==> config.mk <==
export PLATFORM = sky130hd
export DESIGN_NAME = clock_time_keeper_flat
export DESIGN_NICKNAME = d
export VERILOG_FILES = /design/src/rtl/clock_time_keeper_if.sv /design/src/rtl/clock_time_keeper.sv /design/src/flat_wrapper.sv
export SDC_FILE = /design/constraint.sdc
export NUM_CORES = 1
export LEC_CHECK = 0
export BUFFER_PORTS_ARGS = -buffer_cell sky130_fd_sc_hd__buf_4
export CORE_ASPECT_RATIO = 1.75
export CORE_MARGIN = 10
export CORE_UTILIZATION = 38
export CTS_CLUSTER_SIZE = 24
export DETAILED_ROUTE_END_ITERATION = 10
export GPL_ROUTABILITY_DRIVEN = 1
export HOLD_SLACK_MARGIN = 0.1
export PLACE_DENSITY = 0.64
export SLEW_MARGIN = 20
export SYNTH_ARGS = -nofsm -noshare
export SYNTH_HDL_FRONTEND = slang
export SYNTH_SLANG_ARGS = --single-unit
==> constraint.sdc <==
create_clock -name iClk -period 2.4 [get_ports iClk]
set_input_delay 0.24 -clock iClk [delete_from_list [all_inputs] [get_ports iClk]]
set_output_delay 0.24 -clock iClk [all_outputs]
set_load 0.05 [all_outputs]
==> src/rtl/clock_time_keeper_if.sv <==
// clock_time_keeper_if: set-mode flags, adjust commands and time fields between controller and keeper.
// The oPM signal exists only when CLOCK_12H_EN is defined.
interface clock_time_keeper_if;
  logic       iSet_Hour;
  logic       iSet_Min;
  logic       iHour_Up;
  logic       iHour_Down;
  logic       iMin_Up;
  logic       iMin_Down;
  logic [4:0] oHour;
  logic [5:0] oMin;
  logic [5:0] oSec;
  logic       oTick_1s;
  logic       oBlink;
`ifdef CLOCK_12H_EN
  logic       oPM;
  modport master (output iSet_Hour, iSet_Min, iHour_Up, iHour_Down, iMin_Up, iMin_Down,
                  input oHour, oMin, oSec, oTick_1s, oBlink, oPM);
  modport slave  (input iSet_Hour, iSet_Min, iHour_Up, iHour_Down, iMin_Up, iMin_Down,
                  output oHour, oMin, oSec, oTick_1s, oBlink, oPM);
`else
  modport master (output iSet_Hour, iSet_Min, iHour_Up, iHour_Down, iMin_Up, iMin_Down,
                  input oHour, oMin, oSec, oTick_1s, oBlink);
  modport slave  (input iSet_Hour, iSet_Min, iHour_Up, iHour_Down, iMin_Up, iMin_Down,
                  output oHour, oMin, oSec, oTick_1s, oBlink);
`endif
endinterface

==> src/rtl/clock_time_keeper.sv <==
// clock_time_keeper: 1 Hz prescaler plus hh:mm:ss counters with set-mode adjust commands.
// Optional CLOCK_12H_EN macro presents a 12-hour oHour with an oPM flag.
module clock_time_keeper #(
  parameter int P_CLK_HZ = 100000000
) (
  input logic                iClk,
  input logic                iRst_n,
  clock_time_keeper_if.slave bus
);
  localparam int LP_W = $clog2(P_CLK_HZ);
  localparam logic [LP_W-1:0] LP_MAX = LP_W'(P_CLK_HZ - 1);
  localparam logic [LP_W-1:0] LP_HALF = LP_W'(P_CLK_HZ / 2);
  logic [LP_W-1:0] r_prs, w_prs_nx;
  logic [4:0]      r_hour, w_hour_nx;
  logic [5:0]      r_min, r_sec, w_min_nx, w_sec_nx;
  logic            r_tick;
  logic [3:0]      r_cmd_q, w_cmd, w_step;
  logic            w_set, w_wrap, w_hu, w_hd, w_mu, w_md, w_min_c, w_hour_c;
  assign w_cmd  = {bus.iHour_Up, bus.iHour_Down, bus.iMin_Up, bus.iMin_Down};
  assign w_step = w_cmd & ~r_cmd_q;
  always_comb begin
    w_set     = bus.iSet_Hour | bus.iSet_Min;
    w_wrap    = !w_set && r_prs == LP_MAX;
    // Simultaneous up and down edges on one field cancel out
    w_hu      = bus.iSet_Hour & w_step[3] & ~w_step[2];
    w_hd      = bus.iSet_Hour & w_step[2] & ~w_step[3];
    w_mu      = bus.iSet_Min & w_step[1] & ~w_step[0];
    w_md      = bus.iSet_Min & w_step[0] & ~w_step[1];
    w_min_c   = w_wrap && r_sec == 6'd59;
    w_hour_c  = w_min_c && r_min == 6'd59;
    w_prs_nx  = (w_set || w_wrap) ? '0 : r_prs + 1'b1;
    w_sec_nx  = w_set ? '0 : w_wrap ? (r_sec == 6'd59 ? 6'd0 : r_sec + 1'b1) : r_sec;
    w_min_nx  = (w_mu || w_min_c) ? (r_min == 6'd59 ? 6'd0 : r_min + 1'b1) :
                w_md ? (r_min == 6'd0 ? 6'd59 : r_min - 1'b1) : r_min;
    w_hour_nx = (w_hu || w_hour_c) ? (r_hour == 5'd23 ? 5'd0 : r_hour + 1'b1) :
                w_hd ? (r_hour == 5'd0 ? 5'd23 : r_hour - 1'b1) : r_hour;
  end
  always_ff @(posedge iClk or negedge iRst_n) begin
    if (!iRst_n) begin
      r_prs   <= '0;
      r_sec   <= '0;
      r_min   <= '0;
      r_hour  <= '0;
      r_tick  <= 1'b0;
      r_cmd_q <= '0;
    end else begin
      r_prs   <= w_prs_nx;
      r_sec   <= w_sec_nx;
      r_min   <= w_min_nx;
      r_hour  <= w_hour_nx;
      r_tick  <= w_wrap;
      r_cmd_q <= w_cmd;
    end
  end
  assign bus.oMin     = r_min;
  assign bus.oSec     = r_sec;
  assign bus.oTick_1s = r_tick;
  assign bus.oBlink   = r_prs < LP_HALF;
`ifdef CLOCK_12H_EN
  assign bus.oHour = (r_hour == 5'd0 || r_hour == 5'd12) ? 5'd12 :
                     r_hour > 5'd12 ? r_hour - 5'd12 : r_hour;
  assign bus.oPM   = r_hour >= 5'd12;
`else
  assign bus.oHour = r_hour;
`endif
endmodule

==> src/flat_wrapper.sv <==
// flat-port wrapper written by rule: the top's interface ports become plain ports
module clock_time_keeper_flat 
#(
  parameter int P_CLK_HZ = 100000000
)
  (iClk, iRst_n, bus_iSet_Hour, bus_iSet_Min, bus_iHour_Up, bus_iHour_Down, bus_iMin_Up, bus_iMin_Down, bus_oHour, bus_oMin, bus_oSec, bus_oTick_1s, bus_oBlink);
  clock_time_keeper_if bus_i ();
  input logic iClk;
  input logic iRst_n;
  input wire logic [$bits(bus_i.iSet_Hour)-1:0] bus_iSet_Hour;
  input wire logic [$bits(bus_i.iSet_Min)-1:0] bus_iSet_Min;
  input wire logic [$bits(bus_i.iHour_Up)-1:0] bus_iHour_Up;
  input wire logic [$bits(bus_i.iHour_Down)-1:0] bus_iHour_Down;
  input wire logic [$bits(bus_i.iMin_Up)-1:0] bus_iMin_Up;
  input wire logic [$bits(bus_i.iMin_Down)-1:0] bus_iMin_Down;
  output wire logic [$bits(bus_i.oHour)-1:0] bus_oHour;
  output wire logic [$bits(bus_i.oMin)-1:0] bus_oMin;
  output wire logic [$bits(bus_i.oSec)-1:0] bus_oSec;
  output wire logic [$bits(bus_i.oTick_1s)-1:0] bus_oTick_1s;
  output wire logic [$bits(bus_i.oBlink)-1:0] bus_oBlink;
  assign bus_i.iSet_Hour = bus_iSet_Hour;
  assign bus_i.iSet_Min = bus_iSet_Min;
  assign bus_i.iHour_Up = bus_iHour_Up;
  assign bus_i.iHour_Down = bus_iHour_Down;
  assign bus_i.iMin_Up = bus_iMin_Up;
  assign bus_i.iMin_Down = bus_iMin_Down;
  assign bus_oHour = bus_i.oHour;
  assign bus_oMin = bus_i.oMin;
  assign bus_oSec = bus_i.oSec;
  assign bus_oTick_1s = bus_i.oTick_1s;
  assign bus_oBlink = bus_i.oBlink;
  clock_time_keeper #(.P_CLK_HZ(P_CLK_HZ)) u_core (.iClk(iClk), .iRst_n(iRst_n), .bus(bus_i));
endmodule
==> impl_metrics.csv, run 1 <==
group,metric,value,unit
run_status,status,"finished clean",
yosys,synthesis.instances,292,
sta,hold_viol,0,
drt,wl,6.30,mm
setup_path,crit_path_cell_trace,"or4_4, nor2_2, o21bai_1, a21oi_1, o21bai_1, a21oi_1, buf_4",
clocking,numCtsBuffers,5,
drt,drt_pre_antenna_iters,4,
drt,wire_per_inst,15.1,µm
setup_path,critPathCaptureType,"output pin",
clocking,cts_buffer_depth,2,
floorplan,die_h,132,µm
layout,drive_above_1_share,16.5,%
sta,max_freq,437,MHz
power,p_per_area,855,mW/mm²
setup_path,crit_arrival,2050,ps
setup_path,critical_path_class,"flop to output pin",
setup_path,critical_path.max_fanout,4,
yosys,synth_top_area_share,44.9,%
floorplan,core,0.00696,mm²
drt,postRouteAntennaNets,0,
clocking,cts-root-buf,"clkbuf_16",
sta,rsz0062_at_grt,"false",
sta,min_period,2290,ps
setup_path,start_kind,"flop",
yosys,synthDistinctLibCells,52,
setup_path,critPathTopFamily,"simple AND/OR/NAND/NOR gates",
sta,maxSlewHeadroom,58.4,%
yosys,synth_edf_count,0,
drt,vias,2255,
yosys,yosys_register_bits,49,
drt,route.detailed.drc,0,
yosys,synthTopCellsByCount,"nor2_1 (51), dfrtp_1 (49), nand2_1 (23), xor2_1 (21), nand3_1 (20)",
global_routing,grt_pass1_vias,2237,
layout,antenna_cells,0,
setup_path,critPathRequiredTime,2160,ps
floorplan,start_util,39.3,%
sta,fin_skew,7.49,ps
layout,area_growth,20.6,%
yosys,yosysMostFrequentCell,"nor2_1",
floorplan,num_rows,40,
placed_design,hpwlAfterDp,4.57,mm
yosys,synth_top_cell_by_area,"dfrtp_1",
global_routing,overflow,0,
yosys,yosysSeqAreaShare,44.9,%
sta,finalSetupViolCount,0,
floorplan,num_io_pins,27,
layout,nets,348,
sta,finalMaxSlewViolations,0,
yosys,synth.top_cells.by_area,"dfrtp_1 (45%), nor2_1 (7.0%), xor2_1 (6.7%), nand3_1 (3.7%), ha_1 (3.2%)",
yosys,synthArstFlopShare,100,%
clocking,clkSinkCount,49,
yosys,syn_avg_cell_area,9.36,µm²
sta,tightest_slew,625,ps
clocking,cts_tree,"done",
drt,via_per_inst,5.39,
power,leakagePower,1.40,nW
global_routing,grt_pass1_wl,10.8,mm
sta,timing.setup.tns,0,ps
setup_path,cpPeakStageDelay,560,ps
setup_path,path_buf_inv,1,
yosys,synthFlopType,"dfrtp_1",
setup_path,crit_slowest_cell,"or4_4",
floorplan,die_w,84.1,µm
yosys,syn_area,0.00273,mm²
sta,period_share,95.3,%
job,cap_violations,0,
yosys,yosys_warnings,0,
power,ir_drop,0.341,mV
yosys,synthesis.nets,307,
drt,drt-initial-drc-count,120,
worst_hold_path,hold_path.class,"input port to flop",
placed_design,routabilityCongestion,0.864,
power,finalPower,2.82,mW
global_routing,grt_max_degree,50,
clocking,htreeDepth,2,
floorplan,die_area,0.0111,mm²
clocking,clock_latency,290,ps
global_routing,antenna_found_initial,0,
placed_design,io_buffer_count,26,
global_routing,grt.total_usage,11.5,%
clocking,clkTransAtPathRegs,70,ps
-- cell type report --
type,instances,area (µm²)
Clock inverter,3,46.3
Multi-Input combinational cell,231,1460
Tap cell,84,105
Clock buffer,5,125
Inverter,6,22.5
Timing Repair Buffer,40,313
Sequential cell,49,1230
Fill cell,677,3660
-- cell usage in the layout, fill, tap and decap left out, drive strengths merged, types with 4 or more instances in the layout --
master / netlist / final
nor2: 52 / 52
dfrtp: 49 / 49
buf: 2 / 35
nand2: 23 / 23
xor2: 21 / 21
nand3: 21 / 21
nand4: 10 / 10
xnor2: 10 / 10
a21oi: 10 / 10
o21ai: 8 / 8
ha: 7 / 7
inv: 6 / 6
nor3: 6 / 6
a31oi: 5 / 5
clkbuf: 4 / 5
dlygate4sd3: 0 / 5
o211ai: 5 / 5
nand4b: 4 / 4
and3: 4 / 4
-- flip-flops by register name (all words and copies together) (netlist names) --
register             cells
u_core.r_prs            27
u_core.bus.oMin          6
u_core.bus.oSec          6
u_core.bus.oHour         5
u_core.r_cmd_q           4
u_core.bus.oTick_1s      1
-- worst reg2reg max path, delay by kind of cell (launching register included) --
kind | cells | cell delay, ps
simple gates | 4 | 1020
compound gates | 2 | 510
flops | 1 | 380
fa+ha+maj | 1 | 190
-- cells by family (layout without fill, tap and decap cells) --
family                     after synthesis  in the layout  synth area share (%)
muxes                                    4              4                  1.51
xor gates and xnor gates                31             31                  9.94
AOI/OAI and AO/OA                       44             44                  10.8
adders and majority gates                7              7                  3.20
buffers and inverters                   12             54                  1.92
and+or+nand+nor                        145            145                  27.7
DFF                                     49             49                  44.9
-- layer usage --
layer / routed length (µm) / up-vias / GRT usage, %
li1: - / 1113 / -
met1: 2490 / 1071 / 12.2
met2: 3360 / 54 / 20.6
met3: 272 / 17 / 2.72
met4: 171 / 0 / 5.14
met5: 0 / - / 0
-- through the flow --
step | std cells | hold slack [ps] | setup WS, ps | area [µm²] | util (%)
floorplan | 292 | -55.6 | 53.1 | 2730 | -
global placement | 403 | 305 | 301 | 3060 | 43.9
detailed placement | 403 | 303 | 249 | 3060 | 43.9
CTS | 416 | 346 | 34.8 | 3280 | 47.1
global route | 418 | 387 | 4.49 | 3300 | 47.4
finish | 418 | 356 | 112 | 3300 | 47.4
-- report_power, final --
group	internal, mW	switching [mW]	leakage (nW)
clock network	0.493	0.309	0.0800
logic	0.333	0.598	0.667
registers	0.916	0.168	0.649
-- path summary, 6_finish.rpt --
check,cells past startpoint,end,slack (ps),start
hold / removal,3,u_core.bus.oTick_1s,360,bus_iSet_Min
max in group asynchronous,2,u_core.r_prs[8],1430,iRst_n
min in group asynchronous,2,u_core.bus.oHour[0],500,iRst_n
hold reg to reg,1,u_core.r_prs[0],480,u_core.r_prs[0]
setup / recovery,7,bus_oBlink,110,u_core.r_prs[8]
setup reg to reg,7,u_core.bus.oMin[0],230,u_core.r_prs[0]
-- timing repair --
action	CTS	global route
hold buffers	5	0
hold endpoints to repair	53	0
endpoints found under the setup margin	0	1
gates resized for setup	0	2
setup buffers	0	2
Note: power is estimated with default switching activity, not from simulation.
==> inputs of run 2 (changes only) <==
--- a/config.mk
+++ b/config.mk
@@ -10,8 +10,8 @@
 export CORE_MARGIN = 10
 export CORE_UTILIZATION = 38
+export CTS_BUF_LIST = sky130_fd_sc_hd__clkbuf_2 sky130_fd_sc_hd__clkbuf_4 sky130_fd_sc_hd__clkbuf_8
 export CTS_CLUSTER_SIZE = 24
 export DETAILED_ROUTE_END_ITERATION = 10
 export GPL_ROUTABILITY_DRIVEN = 1
-export HOLD_SLACK_MARGIN = 0.1
 export PLACE_DENSITY = 0.64
 export SLEW_MARGIN = 20
==> constraint.sdc (replaced) <==
create_clock -name iClk -period 2.4 [get_ports iClk]
set_input_delay 0.48 -clock iClk [delete_from_list [all_inputs] [get_ports iClk]]
set_output_delay 0.48 -clock iClk [all_outputs]
set_load 0.05 [all_outputs]
==> impl_metrics.csv, run 2 (synthesis results as in run 1) <==
group,metric,value,unit
run_status,status,"finished, violations left",
run_status,violations,"setup timing",
clocking,clock_latency,310,ps
drt,via_per_inst,5.51,
setup_path,cpPeakStageDelay,550,ps
clocking,clkSinkCount,49,
placed_design,routabilityCongestion,0.838,
sta,hold_ws,189,ps
sta,rsz0062_at_grt,"true",
drt,route.detailed.drc,0,
setup_path,start_kind,"flop",
sta,setup_ws,-54.5,ps
setup_path,critical_path.max_fanout,2,
layout,largest_register_ff_count,27,
setup_path,critPathRequiredTime,1920,ps
job,cap_violations,0,
layout,final_area,0.00319,mm²
setup_path,crit_top_cell,"o21bai_1",
drt,wire_per_inst,15.2,µm
drt,vias,2291,
clocking,htreeDepth,2,
sta,hold_viol,0,
floorplan,num_rows,40,
layout,area_growth,16.9,%
sta,min_period,2450,ps
layout,layout_common_cells,"nor2_1 (50), dfrtp_1 (49), buf_4 (37), nand2_1 (23), xor2_1 (21)",
setup_path,critical_path_class,"flop to output pin",
power,ir_drop,0.342,mV
floorplan,die_w,84.1,µm
global_routing,grt_pass1_vias,2387,
clocking,cts_tree,"done",
power,p_per_area,781,mW/mm²
floorplan,start_util,39.3,%
floorplan,num_io_pins,27,
layout,antenna_cells,0,
drt,drt-initial-drc-count,83,
setup_path,critPathCaptureType,"output pin",
global_routing,grt.total_usage,11.2,%
setup_path,crit_slowest_cell,"or4_4",
layout,nets,346,
sta,fin_skew,10.4,ps
drt,postRouteAntennaNets,0,
placed_design,placed_cell_area,0.00307,mm²
sta,period_share,102,%
floorplan,die_h,132,µm
drt,drt_pre_antenna_iters,4,
layout,drive_above_1_share,17.5,%
layout,n_fill_cell,699,
setup_path,reg2reg_setup_slack,170,ps
placed_design,hpwlAfterDp,4.65,mm
sta,timing.setup.tns,-54.5,ps
clocking,cts-root-buf,"clkbuf_8",
sta,maxSlewHeadroom,57.4,%
sta,max_freq,407,MHz
floorplan,die_area,0.0111,mm²
layout,top_register,"u_core.r_prs",
clocking,cts_buffer_depth,2,
drt,wl,6.31,mm
placed_design,place_ws,151,ps
power,leakagePower,1.36,nW
sta,tightest_slew,639,ps
layout,utilization,45.9,%
worst_hold_path,hold_path.class,"input port to async pin",
floorplan,core,0.00696,mm²
sta,finalSetupViolCount,1,
global_routing,grt_pass1_wl,10.8,mm
placed_design,io_buffer_count,26,
clocking,clkTransAtPathRegs,90,ps
sta,finalMaxSlewViolations,0,
global_routing,overflow,0,
global_routing,grt_max_degree,50,
setup_path,crit_path_cell_trace,"or4_4, nor2_4, o21bai_1, a21oi_1, o21bai_1, a21oi_2, buf_6",
layout,final_common_cell,"nor2_1",
clocking,cts_hold_buf,0,
setup_path,crit_arrival,1970,ps
clocking,numCtsBuffers,5,
global_routing,antenna_found_initial,0,
-- run 2: cell types whose count changed in the layout (fill, tap and decap cells not counted), moves of 2 or more --
cell           delta
clkbuf_16         -5
buf_4             +2
clkbuf_8          +5
dlygate4sd3_1     -5
clkinv_2          +2
-- run 2: metrics by stage --
step | total power [mW] | std cells
after floorplan | 1.74 | 292
after global placement | 2.00 | 405
after detailed placement | 2.02 | 405
after CTS | 2.52 | 415
after global routing | 2.64 | 416
final | 2.49 | 416
-- run 2: final timing paths --
path,from,end,cells after the start
max in group asynchronous,iRst_n,u_core.r_prs[10],1
min,iRst_n,u_core.bus.oHour[3],1
max reg2reg,u_core.r_prs[9],u_core.bus.oMin[0],7
min reg2reg,u_core.r_prs[0],u_core.r_prs[0],1
min in group iClk,bus_iMin_Down,u_core.r_cmd_q[0],1
max,u_core.r_prs[9],bus_oBlink,7
-- run 2: repair_timing --
item,4_1_cts,5_1_grt
pin swaps,1,3
resized for setup,2,1
setup buffers,2,1
endpoints found under the setup margin,1,1
hold endpoints to repair,0,0
-- run 2: power breakdown --
part	internal [mW]	total (mW)	switching, mW
clock	0.214	0.492	0.278
combinational	0.318	0.900	0.582
sequential	0.915	1.10	0.188
total	1.45	2.49	1.05
-- run 2: worst max-delay path, delay by kind of cell, from the launching register on --
| family | cells | cell delay, ps |
|---|---|---|
| DFF | 1 | 390 |
| buffers and inverters | 1 | 170 |
| AOI/OAI and AO/OA | 4 | 460 |
| and+or+nand+nor | 2 | 640 |
-- run 2: cell type report --
type / count / area (µm²) / share of cell area [%]
multi-input combinational: 231 / 1470 / 45.9
clock buffer: 6 / 76.3 / 2.39
timing repair buffer: 38 / 289 / 9.05
sequential: 49 / 1230 / 38.4
clock inverter: 2 / 10.0 / 0.313
tap: 84 / 105 / 3.29
inverter: 6 / 22.5 / 0.705
-- run 2: routing by layer --
metal / wire [µm] / share of wire, % / up-vias / global-route usage, %
met2: 3460 / 55 / 34 / 21.3
met1: 2490 / 39 / 1142 / 11.2
met4: 103 / 1.6 / 0 / 3.74
met3: 264 / 4.2 / 7 / 2.78
li1: - / - / 1108 / -
met5: 0 / 0 / - / 0
==> inputs of run 3 (changes only) <==
Settings changed: PLACE_DENSITY 0.64 to 0.66.
==> impl_metrics.csv, run 3 (synthesis results as in run 1) <==
group,metric,value,unit
run_status,status,"finished, violations left",
run_status,violations,"setup timing",
power,p_per_area,813,mW/mm²
floorplan,die_area,0.0111,mm²
clocking,cts-root-buf,"clkbuf_8",
setup_path,critical_path_class,"flop to output pin",
drt,via_per_inst,5.50,
job,cap_violations,0,
sta,period_share,101,%
placed_design,routabilityCongestion,0.814,
global_routing,grt.total_usage,11.6,%
clocking,htreeDepth,2,
placed_design,io_buffer_count,26,
clocking,cts_tree,"done",
drt,drt_pre_antenna_iters,4,
layout,antenna_cells,0,
power,leakagePower,1.37,nW
placed_design,hpwlAfterDp,4.58,mm
global_routing,grt_pass1_vias,2332,
sta,fin_skew,11.5,ps
drt,wl,6.25,mm
layout,final_common_cell,"nor2_1",
layout,top_register,"u_core.r_prs",
clocking,clkTransAtPathRegs,100,ps
global_routing,antenna_found_initial,0,
sta,finalMaxSlewViolations,0,
floorplan,num_io_pins,27,
global_routing,overflow,0,
sta,finalSetupViolCount,1,
floorplan,num_rows,40,
setup_path,start_kind,"flop",
drt,wire_per_inst,15.0,µm
floorplan,die_w,84.1,µm
layout,largest_register_ff_count,27,
sta,setup_ws,-26.0,ps
sta,hold_ws,167,ps
sta,rsz0062_at_grt,"true",
global_routing,grt_pass1_wl,11.1,mm
setup_path,critical_path.max_fanout,2,
worst_hold_path,hold_path.class,"input port to async pin",
layout,nets,346,
global_routing,grt_max_degree,50,
sta,max_freq,412,MHz
floorplan,start_util,39.3,%
power,ir_drop,0.397,mV
drt,drt-initial-drc-count,82,
floorplan,core,0.00696,mm²
placed_design,place_ws,169,ps
clocking,numCtsBuffers,5,
setup_path,crit_arrival,1950,ps
setup_path,critPathCaptureType,"output pin",
layout,area_growth,18.1,%
drt,vias,2290,
clocking,cts_hold_buf,0,
sta,min_period,2430,ps
drt,postRouteAntennaNets,0,
floorplan,die_h,132,µm
setup_path,critPathRequiredTime,1920,ps
sta,tightest_slew,631,ps
layout,layout_common_cells,"nor2_1 (50), dfrtp_1 (49), buf_4 (37), nand2_1 (23), xor2_1 (21)",
layout,drive_above_1_share,17.8,%
clocking,cts_buffer_depth,2,
clocking,clkSinkCount,49,
drt,route.detailed.drc,0,
sta,maxSlewHeadroom,58.0,%
power,finalPower,2.62,mW
sta,hold_viol,0,
clocking,clock_latency,310,ps
## run 3: cell count changes in the layout (fill, tap and decap cells not counted), sizes merged
cell and delta:
clkinv -2, bufinv +1, clkinvlp +1
## run 3: layout make-up
type	count	area [µm²]
fillers	666	3730
multi-input cells	231	1460
flip-flops and latches	49	1230
repair buffers	38	289
well taps	84	105
clock buffers	6	82.6
clock inverters	2	37.5
inverters	6	22.5
## run 3: power breakdown
part / total [mW] / switching, mW / internal (mW)
Clock: 0.627 / 0.288 / 0.339
Sequential: 1.10 / 0.183 / 0.915
Combinational: 0.898 / 0.580 / 0.318
Total: 2.62 / 1.05 / 1.57
## run 3: path summary, 6_finish.rpt
| kind | startpoint | slack [ps] | depth (start not counted) | endpoint |
|---|---|---|---|---|
| setup / recovery | u_core.r_prs[9] | -30 | 7 | bus_oBlink |
| hold / removal | iRst_n | 170 | 1 | u_core.bus.oHour[3] |
| setup reg to reg | u_core.r_prs[9] | 200 | 7 | u_core.bus.oMin[0] |
| hold reg to reg | u_core.r_prs[0] | 490 | 1 | u_core.r_prs[0] |
| max in group asynchronous | iRst_n | 1790 | 1 | u_core.r_prs[18] |
| min in group iClk | bus_iMin_Down | 270 | 1 | u_core.r_cmd_q[0] |
## run 3: stage by stage
stage               util (%)  area [µm²]  instances  TNS, ps
finish                  46.4        3230        416    -26.0
floorplan                  -        2740        292        0
detailed placement      44.1        3070        404        0
global placement        44.1        3070        404        0
global route            46.4        3230        416     -115
CTS                     46.2        3220        415    -25.9
## run 3: routing by layer
layer  part of all wire, %  track usage (%)
met1                    40             12.5
met3                   5.1             2.97
met5                     0                0
met4                   1.7             4.21
met2                    54             20.8
## run 3: what timing repair did
item	4_1_cts	5_1_grt
setup endpoints to repair	1	2
pin swaps	3	0
resized for setup	2	1
setup buffers	3	1
endpoints found under the hold margin	0	0
## run 3: worst max-delay path: stages, from the launching register on
cell	delay [ps]
dfrtp_1	400
or4_4	540
nor2_2	100
o21bai_1	60
a21oi_1	130
o21bai_1	90
a21oi_2	140
buf_6	170
